$ cat src/rtl/uart_tx_ctrl_if.sv
// TX FIFO read port between the UART transmit sequencer (master) and the FIFO (slave).
// The FIFO is show-ahead: RData is valid whenever Empty is low; RInc pops the head word.
interface uart_tx_ctrl_if #(
  parameter int unsigned DATA_WIDTH = 32
) ();
  logic                  Empty;
  logic [DATA_WIDTH-1:0] RData;
  logic                  RInc;

  modport master (input Empty, input RData, output RInc);
  modport slave  (output Empty, output RData, input RInc);
endinterface

$ cat src/rtl/uart_tx_ctrl.sv
// UART transmit sequencer: pops a FIFO word, snapshots config, and serialises
// start, data (LSB first), optional parity and one or two stop bits onto TXD.
module uart_tx_ctrl #(
  parameter int unsigned DATA_WIDTH = 32,
  parameter int unsigned CHAR_BITS  = 8,
  parameter int unsigned DIV_WIDTH  = 20
) (
  input  logic                 UCLK,
  input  logic                 reset,
  input  logic [3:0]           Cntrl,
  input  logic [DIV_WIDTH-1:0] BaudDiv,
  uart_tx_ctrl_if.master       fifo,
  output logic                 TXD,
  output logic                 TxBusy,
  output logic                 TxDone
);

  localparam int unsigned IdxW = (CHAR_BITS > 1) ? $clog2(CHAR_BITS) : 1;

  typedef enum logic [2:0] {
    StIdle,
    StStart,
    StData,
    StParity,
    StStop1,
    StStop2
  } state_e;

  state_e                 state_q;
  logic [DIV_WIDTH-1:0]   cnt_q;
  logic [DIV_WIDTH-1:0]   div_q;
  logic [CHAR_BITS-1:0]   shift_q;
  logic [IdxW-1:0]        idx_q;
  logic                   acc_q;
  logic                   txd_q;
  // Snapshot of Cntrl[3:1]: [0] parity_en, [1] parity_odd, [2] two_stop.
  logic [2:0]             cfg_q;

  logic tick;
  logic start;
  logic last_bit;
  logic unused_rdata;

  assign tick     = (cnt_q == div_q);
  assign start    = (state_q == StIdle) && Cntrl[0] && !fifo.Empty;
  assign last_bit = (idx_q == IdxW'(CHAR_BITS - 1));

  assign fifo.RInc = start;
  assign TXD       = txd_q;
  assign TxBusy    = (state_q != StIdle);
  assign TxDone    = tick && (((state_q == StStop1) && !cfg_q[2]) || (state_q == StStop2));

  // Only the low CHAR_BITS of the FIFO word carry character data.
  assign unused_rdata = ^fifo.RData[DATA_WIDTH-1:CHAR_BITS];

  always_ff @(posedge UCLK) begin
    if (reset) begin
      state_q <= StIdle;
      cnt_q   <= '0;
      div_q   <= '0;
      shift_q <= '0;
      idx_q   <= '0;
      acc_q   <= 1'b0;
      txd_q   <= 1'b1;
      cfg_q   <= '0;
    end else begin
      cnt_q <= tick ? '0 : cnt_q + DIV_WIDTH'(1);
      case (state_q)
        StIdle: begin
          cnt_q <= '0;
          txd_q <= 1'b1;
          if (start) begin
            shift_q <= fifo.RData[CHAR_BITS-1:0];
            cfg_q   <= Cntrl[3:1];
            div_q   <= BaudDiv;
            idx_q   <= '0;
            acc_q   <= 1'b0;
            txd_q   <= 1'b0;
            state_q <= StStart;
          end
        end
        StStart: begin
          if (tick) begin
            txd_q   <= shift_q[0];
            state_q <= StData;
          end
        end
        StData: begin
          if (tick) begin
            shift_q <= shift_q >> 1;
            acc_q   <= acc_q ^ shift_q[0];
            idx_q   <= idx_q + IdxW'(1);
            if (!last_bit) begin
              txd_q <= shift_q[1];
            end else if (cfg_q[0]) begin
              // Accumulator does not yet include the bit currently on the line.
              txd_q   <= acc_q ^ shift_q[0] ^ cfg_q[1];
              state_q <= StParity;
            end else begin
              txd_q   <= 1'b1;
              state_q <= StStop1;
            end
          end
        end
        StParity: begin
          if (tick) begin
            txd_q   <= 1'b1;
            state_q <= StStop1;
          end
        end
        StStop1: begin
          if (tick) begin
            txd_q   <= 1'b1;
            state_q <= cfg_q[2] ? StStop2 : StIdle;
          end
        end
        StStop2: begin
          if (tick) begin
            txd_q   <= 1'b1;
            state_q <= StIdle;
          end
        end
        default: begin
          txd_q   <= 1'b1;
          state_q <= StIdle;
        end
      endcase
    end
  end

endmodule

$ cat src/flat_wrapper.sv
// flat-port wrapper written by rule: the top's interface ports become plain ports
module uart_tx_ctrl_flat 
#(
  parameter int unsigned DATA_WIDTH = 32,
  parameter int unsigned CHAR_BITS  = 8,
  parameter int unsigned DIV_WIDTH  = 20
)
  (UCLK, reset, Cntrl, BaudDiv, TXD, TxBusy, TxDone, fifo_Empty, fifo_RData, fifo_RInc);
  uart_tx_ctrl_if #(.DATA_WIDTH(DATA_WIDTH)) fifo_i ();
  input  logic UCLK;
  input  logic reset;
  input  logic [3:0] Cntrl;
  input  logic [DIV_WIDTH-1:0] BaudDiv;
  output logic TXD;
  output logic TxBusy;
  output logic TxDone;
  input wire logic [$bits(fifo_i.Empty)-1:0] fifo_Empty;
  input wire logic [$bits(fifo_i.RData)-1:0] fifo_RData;
  output wire logic [$bits(fifo_i.RInc)-1:0] fifo_RInc;
  assign fifo_i.Empty = fifo_Empty;
  assign fifo_i.RData = fifo_RData;
  assign fifo_RInc = fifo_i.RInc;
  uart_tx_ctrl #(.DATA_WIDTH(DATA_WIDTH), .CHAR_BITS(CHAR_BITS), .DIV_WIDTH(DIV_WIDTH)) u_core (.UCLK(UCLK), .reset(reset), .Cntrl(Cntrl), .BaudDiv(BaudDiv), .fifo(fifo_i), .TXD(TXD), .TxBusy(TxBusy), .TxDone(TxDone));
endmodule
$ cat config.mk
export PLATFORM = sky130hd
export DESIGN_NAME = uart_tx_ctrl_flat
export DESIGN_NICKNAME = d
export VERILOG_FILES = /design/src/rtl/uart_tx_ctrl_if.sv /design/src/rtl/uart_tx_ctrl.sv /design/src/flat_wrapper.sv
export SDC_FILE = /design/constraint.sdc
export NUM_CORES = 1
export LEC_CHECK = 0
export CORE_MARGIN = 1.5
export CORE_UTILIZATION = 50
export CTS_BUF_LIST = sky130_fd_sc_hd__clkbuf_4 sky130_fd_sc_hd__clkbuf_8 sky130_fd_sc_hd__clkbuf_16
export DETAILED_ROUTE_END_ITERATION = 10
export GPL_TIMING_DRIVEN = 0
export PLACE_DENSITY = 0.79
export SLEW_MARGIN = 20
export SYNTH_ARGS = -nofsm -noshare
export SYNTH_HDL_FRONTEND = slang
export SYNTH_SLANG_ARGS = --single-unit
$ cat constraint.sdc
create_clock -name UCLK -period 2.17 [get_ports UCLK]
set_clock_uncertainty 0.2 [all_clocks]
set_input_delay 0.3255 -clock UCLK [delete_from_list [all_inputs] [get_ports UCLK]]
set_output_delay 0.3255 -clock UCLK [all_outputs]
set_load 0.005 [all_outputs]
After elaboration in Yosys (flattened, before gate mapping)
Index checks and enable logic that the tools add are counted.

Output and inout port bits: 4. Bits of input ports: 59. Word-level logic and storage cells: 69. Flip-flop bits (word level): 59.

Reduce and logical (&&, ||, !) cells: 16. Bitwise operators: 2. Equal/unequal tests: 15. Mux-type cells: 26. $add $sub $neg: 2.

Operator list (number): two-way mux 3 bit (11); adder 20 x 1 -> 20 bit, second input constant (1); == test 20 bit (1); one-hot mux 3 bit (6 select lines) (1); two-way mux 8 bit (2); one-hot mux 8 bit (2 select lines) (1); inequality test 2 x 1 -> 1 bit, second input constant (7); == test 3 bit, second input constant (3); two-way mux 1 bit (8); AND reduction 7 bit (1); == test 3 x 2 -> 1 bit, second input constant (2); one-hot mux 3 bit (2 select lines) (1); AND reduction 3 bit (2); OR reduction 3 bit (2); logical AND 1 bit (4); one-hot mux 1 bit (4 select lines) (1); adder 3 x 1 -> 3 bit, second input constant (1); == test 3 x 1 -> 1 bit, second input constant (1); zero test 3 bit (1); nonzero test 3 bit (1); zero test 1 bit (2); inequality test 2 bit, second input constant (1); one-hot mux 1 bit (2 select lines) (1); AND reduction 2 bit (1); 3 further kinds (4).

Depth between registers and ports, before layout
Word-level depth: 6. Mapped depth: 8. Gate-level depth less buffers: 6.

Worst setup path after synthesis
OpenSTA, ideal clock, no wires.

Path type: register -> output. Start point: register u_core.cnt_q[5]. End point: output TxDone. Setup slack: 0.192 ns. Stages on the path, launching flop included: 6. Arrival time: 1.453 ns. Data required time: 1.645 ns. Buffers on the path: 0. Path through: dfxtp_1 > xor2_1 > nor4_2 > nand3_2 > nor2_4 > nor4b_1.

Cells in the longest elaborated chain, start to end: 2.

Ends and longest elaborated chain: from (decl) (RTL line uart_tx_ctrl.sv:30) `logic [DIV_WIDTH-1:0] cnt_q;`; from (signal assigned) (RTL line uart_tx_ctrl.sv:67) `cnt_q <= tick ? '0 : cnt_q + DIV_WIDTH'(1);`; == test 20 bit (RTL line uart_tx_ctrl.sv:44) `assign tick = (cnt_q == div_q);`; logical AND 1 bit (RTL line uart_tx_ctrl.sv:51) `assign TxDone = tick && (((state_q == StStop1) && !cfg_q[2]) || (state_q == StStop2));`; to (decl) (RTL line flat_wrapper.sv:16) `output logic TxDone;`.

No other way between the ends.

Final worst setup path
Start point: register u_core.div_q[16]. End point: output TxDone.

Cells in the longest elaborated chain, start to end: 2.

Ends and longest elaborated chain: from (decl) (RTL line uart_tx_ctrl.sv:31) `logic [DIV_WIDTH-1:0] div_q;`; from (signal assigned) (RTL line uart_tx_ctrl.sv:75) `div_q <= BaudDiv;`; == test 20 bit (RTL line uart_tx_ctrl.sv:44); logical AND 1 bit (RTL line uart_tx_ctrl.sv:51).

No other way between the ends.

==> results.yml <==
critical_path:
  arrival_ns: 1.86
  path_cells: "xor2_1, nor4_4, nand3_4, nor2_4, nor4b_4, buf_2"
  crit_path_start_kind: "flop"
  critPathMaxFanout: 2
  max_stage_delay_ns: 0.37
  worstSetupEndpointType: "output pin"
  path_class: "reg2out"
  critPathRequiredTime_ns: 1.64
  critPathSlowestCell: "nor4_4"
cells_and_area:
  final_cells: 475
  syn_to_final_growth_pct: 40.2
  nNetsFinal: 461
  antenna_cells: 0
  post-route-cell-area_um2: 4010
  drive_gt1_share_pct: 29.5
  fillCellCount: 384
placed_design:
  placed_area_um2: 3330
  dp_hpwl_mm: 4.37
  place.gp.congestion: 0.868
  dpl.cell_count: 435
  portBuffers: 38
synth:
  synthArstFlopShare_pct: 0
  synth_nets: 387
  yosysTopAreaCellShare_pct: 41.3
  synth_most_common_cell: "dfxtp_1"
  synth_edf_count: 0
  ys.flop_type: "dfxtp_1"
  ys_warn_count: 0
  yosysSeqAreaShare_pct: 41.3
  synth_seq_cells: 59
  netlist-cell-type-count: 47
  synthTopCellsByCount: "59 x dfxtp_1, 54 x nand2_1, 30 x a21oi_1"
  synth_area_leaders: "dfxtp_1 41%, xor2_1 8.9%, nand2_1 7.1%"
  avgSynthCellArea_um2: 8.80
  netlist_instances: 325
  yosysTopAreaCell: "dfxtp_1"
  syn-cell-area_um2: 2860
sta:
  post-route-period-util_pct: 110
  hold_violations: 0
  max_slew.worst_pin.slew_ns: 0.611
  setup_ws_ns: -0.219
  final-setup-viol-count: 1
  max-slew-margin-rel_pct: 59.3
  min_period_ns: 2.39
  max_freq_ghz: 0.419
  slew_viol_final: 0
  rsz0062_at_grt: "yes"
drt:
  drt-wirelength-per-cell_um: 15.6
  vias: 2556
  drtIter0Drc: 118
  drt-total-wl_mm: 7.41
  dr.pass1.iters: 4
  ant_nets: 0
  drcViolationCount: 0
  vias_per_cell: 5.38
pwr:
  power_density_nw_per_um2: 1010
  p_leak_uw: 0.00164
  ir_worst_vdd_mv: 0.723
floorplan:
  rows: 27
  core_region_area_um2: 5510
  initial_core_util_pct: 52.0
  dieHeight_um: 78.7
  io_pins: 63
  fp.dieW_um: 78.7
  die-area_um2: 6190
clock_network:
  cts.htree.levels: 3
  clockBufferDepth: 2
  cts_tree: "done"
  clk_pin_slew_ns: 0.07
  clkLatencyLatePin_ns: 0.33
  cts.sinks: 59
  cts_buffers: 9
  cts-root-buf: "clkbuf_8"
min_path:
  holdCritPathClass: "reg2reg"
global_routing:
  track_usage_pct: 24.9
  grt_pass1_wl_mm: 11.5
  grt_pass1_vias: 2348
  grt_max_degree: 11
  overflow: 0
  antenna_found_initial: 0
run:
  maxCapViolCount: 0
status:
  status: "complete, but fails checks"
  violations: "negative setup slack"
report_power, final:
group	switching, uW	leakage [uW]	internal, uW	total, uW
clock network	417	0.000112	663	1080
logic	804	0.00104	797	1600
registers	148	0.000491	1220	1360
total	1370	0.00164	2680	4040
area by class of cell:
cell class,count,area [um2],area share (%)
Multi-Input combinational cell,243,1760,43.8
Timing Repair Buffer,65,604,15.1
Tap cell,72,90.1,2.25
Clock buffer,14,186,4.65
Inverter,7,26.3,0.655
Sequential cell,59,1220,30.5
Clock inverter,1,30.0,0.749
Buffer,14,95.1,2.37
flip-flops by register name, summed over array words and instances, names as in the netlist:
signal          count
u_core.cnt_q       20
u_core.acc_q        1
u_core.cfg_q        3
u_core.TXD          1
u_core.idx_q        3
u_core.div_q       20
u_core.state_q      3
u_core.shift_q      8
worst max-delay path: cells and delay by family (launching register included):
kind | cells | cell delay [ns]
XOR/XNOR | 1 | 0.19
buffers and inverters | 1 | 0.14
AND/OR/NAND/NOR | 4 | 0.86
flip-flops | 1 | 0.33
metal layers:
layer / wire length, um / vias to the layer above / share of wire (%) / GRT usage [%]
li1: - / 1250 / - / -
met1: 3140 / 1223 / 42 / 31.4
met2: 3690 / 69 / 50 / 40.5
met3: 429 / 14 / 5.8 / 6.86
met4: 154 / 0 / 2.1 / 9.29
met5: 0 / - / 0 / 0
cells in the final DEF, fill, tap and decap left out, types with 6 or more instances in the layout:
| cell type | count |
|---|---|
| dfxtp_1 | 38 |
| nor3_1 | 11 |
| clkdlybuf4s50_1 | 36 |
| buf_6 | 8 |
| a21oi_1 | 30 |
| mux2i_1 | 8 |
| xor2_1 | 21 |
| xnor2_1 | 11 |
| a211oi_2 | 7 |
| nand2_1 | 52 |
| xor2_2 | 8 |
| nor2_1 | 25 |
| nand3_1 | 9 |
| clkbuf_8 | 14 |
| dfxtp_4 | 6 |
| dfxtp_2 | 15 |
| buf_4 | 22 |
logic make-up (layout without fill, tap and decap cells):
family | count (synthesis) | in the layout | synth area share [%]
adder cells (fa/ha/maj) | 3 | 3 | 1.31
flip-flops | 59 | 59 | 41.3
AND/OR/NAND/NOR | 141 | 141 | 26.0
AO/OA/AOI/OAI | 50 | 50 | 12.2
XOR/XNOR | 40 | 40 | 12.2
buffers and inverters | 23 | 101 | 3.80
multiplexers | 9 | 9 | 3.19
path summary, 6_finish.rpt:
kind                         start          endpoint  slack (ns)  cells past startpoint
setup / recovery  u_core.div_q[16]            TxDone       -0.22                      6
hold / removal    u_core.div_q[13]  u_core.div_q[13]        0.27                      2
setup reg to reg   u_core.cnt_q[5]      u_core.acc_q        0.02                     10
hold reg to reg   u_core.div_q[13]  u_core.div_q[13]        0.27                      2
metrics by stage:
stage               hold slack [ns]  setup slack [ns]  power [uW]  setup TNS (ns)  utilization [%]
floorplan                     0.242             0.192        2140               0                -
global placement              0.254            -0.643        2450           -5.23             60.5
detailed placement            0.261            -0.675        2470           -7.44             60.5
CTS                           0.269            -0.195        3830          -0.385             69.1
global route                  0.290            -0.284        4250          -0.671             72.8
finish                        0.269            -0.219        4040          -0.219             72.8
timing repair:
item	CTS	global route
gates resized for setup	42	36
hold buffers	0	0
pin swaps	18	13
buffers inserted	22	13
setup endpoints to repair	35	35
No activity file was read; power rests on OpenSTA's default activity.
==> patch: new RTL, config.mk and constraints unchanged <==
The 6 states of `state_e` get a one-hot encoding in 6 bits.
--- a/src/rtl/uart_tx_ctrl.sv
+++ b/src/rtl/uart_tx_ctrl.sv
@@ -17,13 +17,13 @@
 
   localparam int unsigned IdxW = (CHAR_BITS > 1) ? $clog2(CHAR_BITS) : 1;
 
-  typedef enum logic [2:0] {
-    StIdle,
-    StStart,
-    StData,
-    StParity,
-    StStop1,
-    StStop2
+  typedef enum logic [5:0] {
+    StIdle   = 6'b000001,
+    StStart  = 6'b000010,
+    StData   = 6'b000100,
+    StParity = 6'b001000,
+    StStop1  = 6'b010000,
+    StStop2  = 6'b100000
   } state_e;
 
   state_e                 state_q;
Formal check against the unedited RTL: same outputs for any inputs over 10 cycles, from zero or initial values and one cycle with reset high; not proved beyond that.
==> patch against the unedited design <==
- the flow still finishes with violations (negative setup slack)
- setup slack improved by 0.17 ns
- synthesized cell count increased by 8.6%
- sequential cell count increased by 3
- highest routed layer unchanged
- synthesized area increased by 3.3%
- cell area decreased by 5.2%
- routed wire length decreased by 3.7%
- global-route usage decreased by 0.65 points
- die area increased by 3.2%
Power is not compared: it rests on default switching activity, and its combinational part moved more than twofold at a synthesized area within 25%.
==> patch: results (changes against the unedited design) <==
top cells by count, synth dfxtp_1, nand2_1, nor2_1, a21oi_1, xnor2_1; layout cells sized above 1 22.8% (-6.7 points); met1 wire length 3250 µm (+3.5%); post-detail-place hpwl 4880 µm (+12%); origin of the worst setup path u_core.div_q[18]; CP delay by family, top simple AND/OR/NAND/NOR gates; met2 wire length 3460 µm (-6.3%); post-synthesis sequential area ratio 42.0% (+0.72 points); Placement Setup Slack -0.511 ns (+0.164 ns); fillcell total 448 (+17%); total number of vias 2,629 (+2.9%); first-pass GRT wire length 12,000 µm (+4.1%); most common flop cell mapped by yosys dfxtp_1; failing checks negative setup slack; GRT Overall Usage 24.3% (-0.65 points); status complete, but fails checks; routability cong. 0.882 (+1.7%); Synthesized Nets 415 (+7.2%); total chip power 2.53 mW; Distinct cells, synth 49 (+4.3%); CTS root buf clkbuf_8; largest net degree at the start of global routing 11 (unchanged); WL final 7130 µm (-3.7%); crit path DAT 1.69 ns (-0.17 ns); Min-Delay Path Class flip-flop to flip-flop; Placed Area 0.00343 mm² (+2.8%); H-tree levels 3 (unchanged); Post-synth ARST share 0% (unchanged); number of flops mapped to enable cells by yosys 0 (unchanged); first-pass iteration count of the detailed router 5 (+1); 1st-iter DRT viols 145 (+23%); Max-slew headroom 65.0% (+5.7 points); ranking of synthesized cells by area dfxtp_1, xnor2_1, nand2_1; hold path start u_core.cnt_q[0]; Post-Syn Area per Cell 8.37 µm² (-4.9%); Final Setup Violations 1 (unchanged); final worst slack -0.0487 ns (+0.170 ns); slowest cell on the critical path dfxtp_2; peak supply drop 0.492 mV; post-DR wirelength/cell 14.6 µm (-6.5%); Clock Path Buffers 2 (unchanged); top sig layer met4; leak pwr approximately 1.4 nW; # port buffers 38 (unchanged); met3 WL 309 µm (-28%); Setup TNS -0.0487 ns (+0.170 ns); fin nets 474 (+2.8%); placed cell count 463 (+6.4%); number of global-route vias before repair 2,493 (+6.2%); crit-path max cell delay 0.34 ns (-0.03 ns); worst reg2reg startpoint u_core.state_q[3]
[patch: worst reg2reg max path: cells and delay by family, from the launching register on]
kind            cells  cell delay (ns)
simple gates        4             0.82
buf+inv             2             0.36
compound gates      1             0.28
flops               1             0.37
[patch: layout make-up]
type / count / area (µm²) / area share, %
sequential: 62 / 1270 / 33.5
multi-input combinational: 266 / 1660 / 43.8
clock inverter: 5 / 25.0 / 0.658
timing repair buffer: 51 / 477 / 12.5
buffer: 16 / 105 / 2.76
tap: 72 / 90.1 / 2.37
inverter: 6 / 25.0 / 0.658
clock buffer: 11 / 145 / 3.82
[patch: worst paths after layout]
kind	end	slack (ns)	depth (start not counted)
worst max-delay path	TxDone	-0.05	6
worst min-delay path	u_core.cnt_q[0]	0.26	1
worst max register to register	u_core.shift_q[6]	0.02	7
worst min register to register	u_core.cnt_q[0]	0.26	1
[patch: repair_timing]
item,in CTS,in global routing
pin swaps,6,12
setup endpoints to repair,3,17
hold endpoints to repair,0,0
buffers inserted,7,6
resized for setup,29,25
[patch: cells by family after synthesis]
| family | count (synthesis) | share of synthesized area (%) |
|---|---|---|
| AOI/OAI and AO/OA | 61 | 13.2 |
| xor gates and xnor gates | 41 | 12.2 |
| adders and majority gates | 3 | 1.27 |
| buffers and inverters | 25 | 4.83 |
| DFF | 62 | 42.0 |
| muxes | 1 | 0.339 |
| and+or+nand+nor | 160 | 26.2 |
[patch: per-layer routing]
metal  global-route usage, %  up-vias
met3                    2.40       10
met2                    41.3       72
met4                    9.31        0
met5                       0        -
met1                    31.6     1237
li1                        -     1310
[patch: power by group]
group          total (mW)  internal, mW  switching (mW)  leakage [nW]
Combinational       0.423         0.222           0.201         0.791
Clock               0.884         0.448           0.436        0.0961
Sequential           1.23          1.18          0.0432         0.513
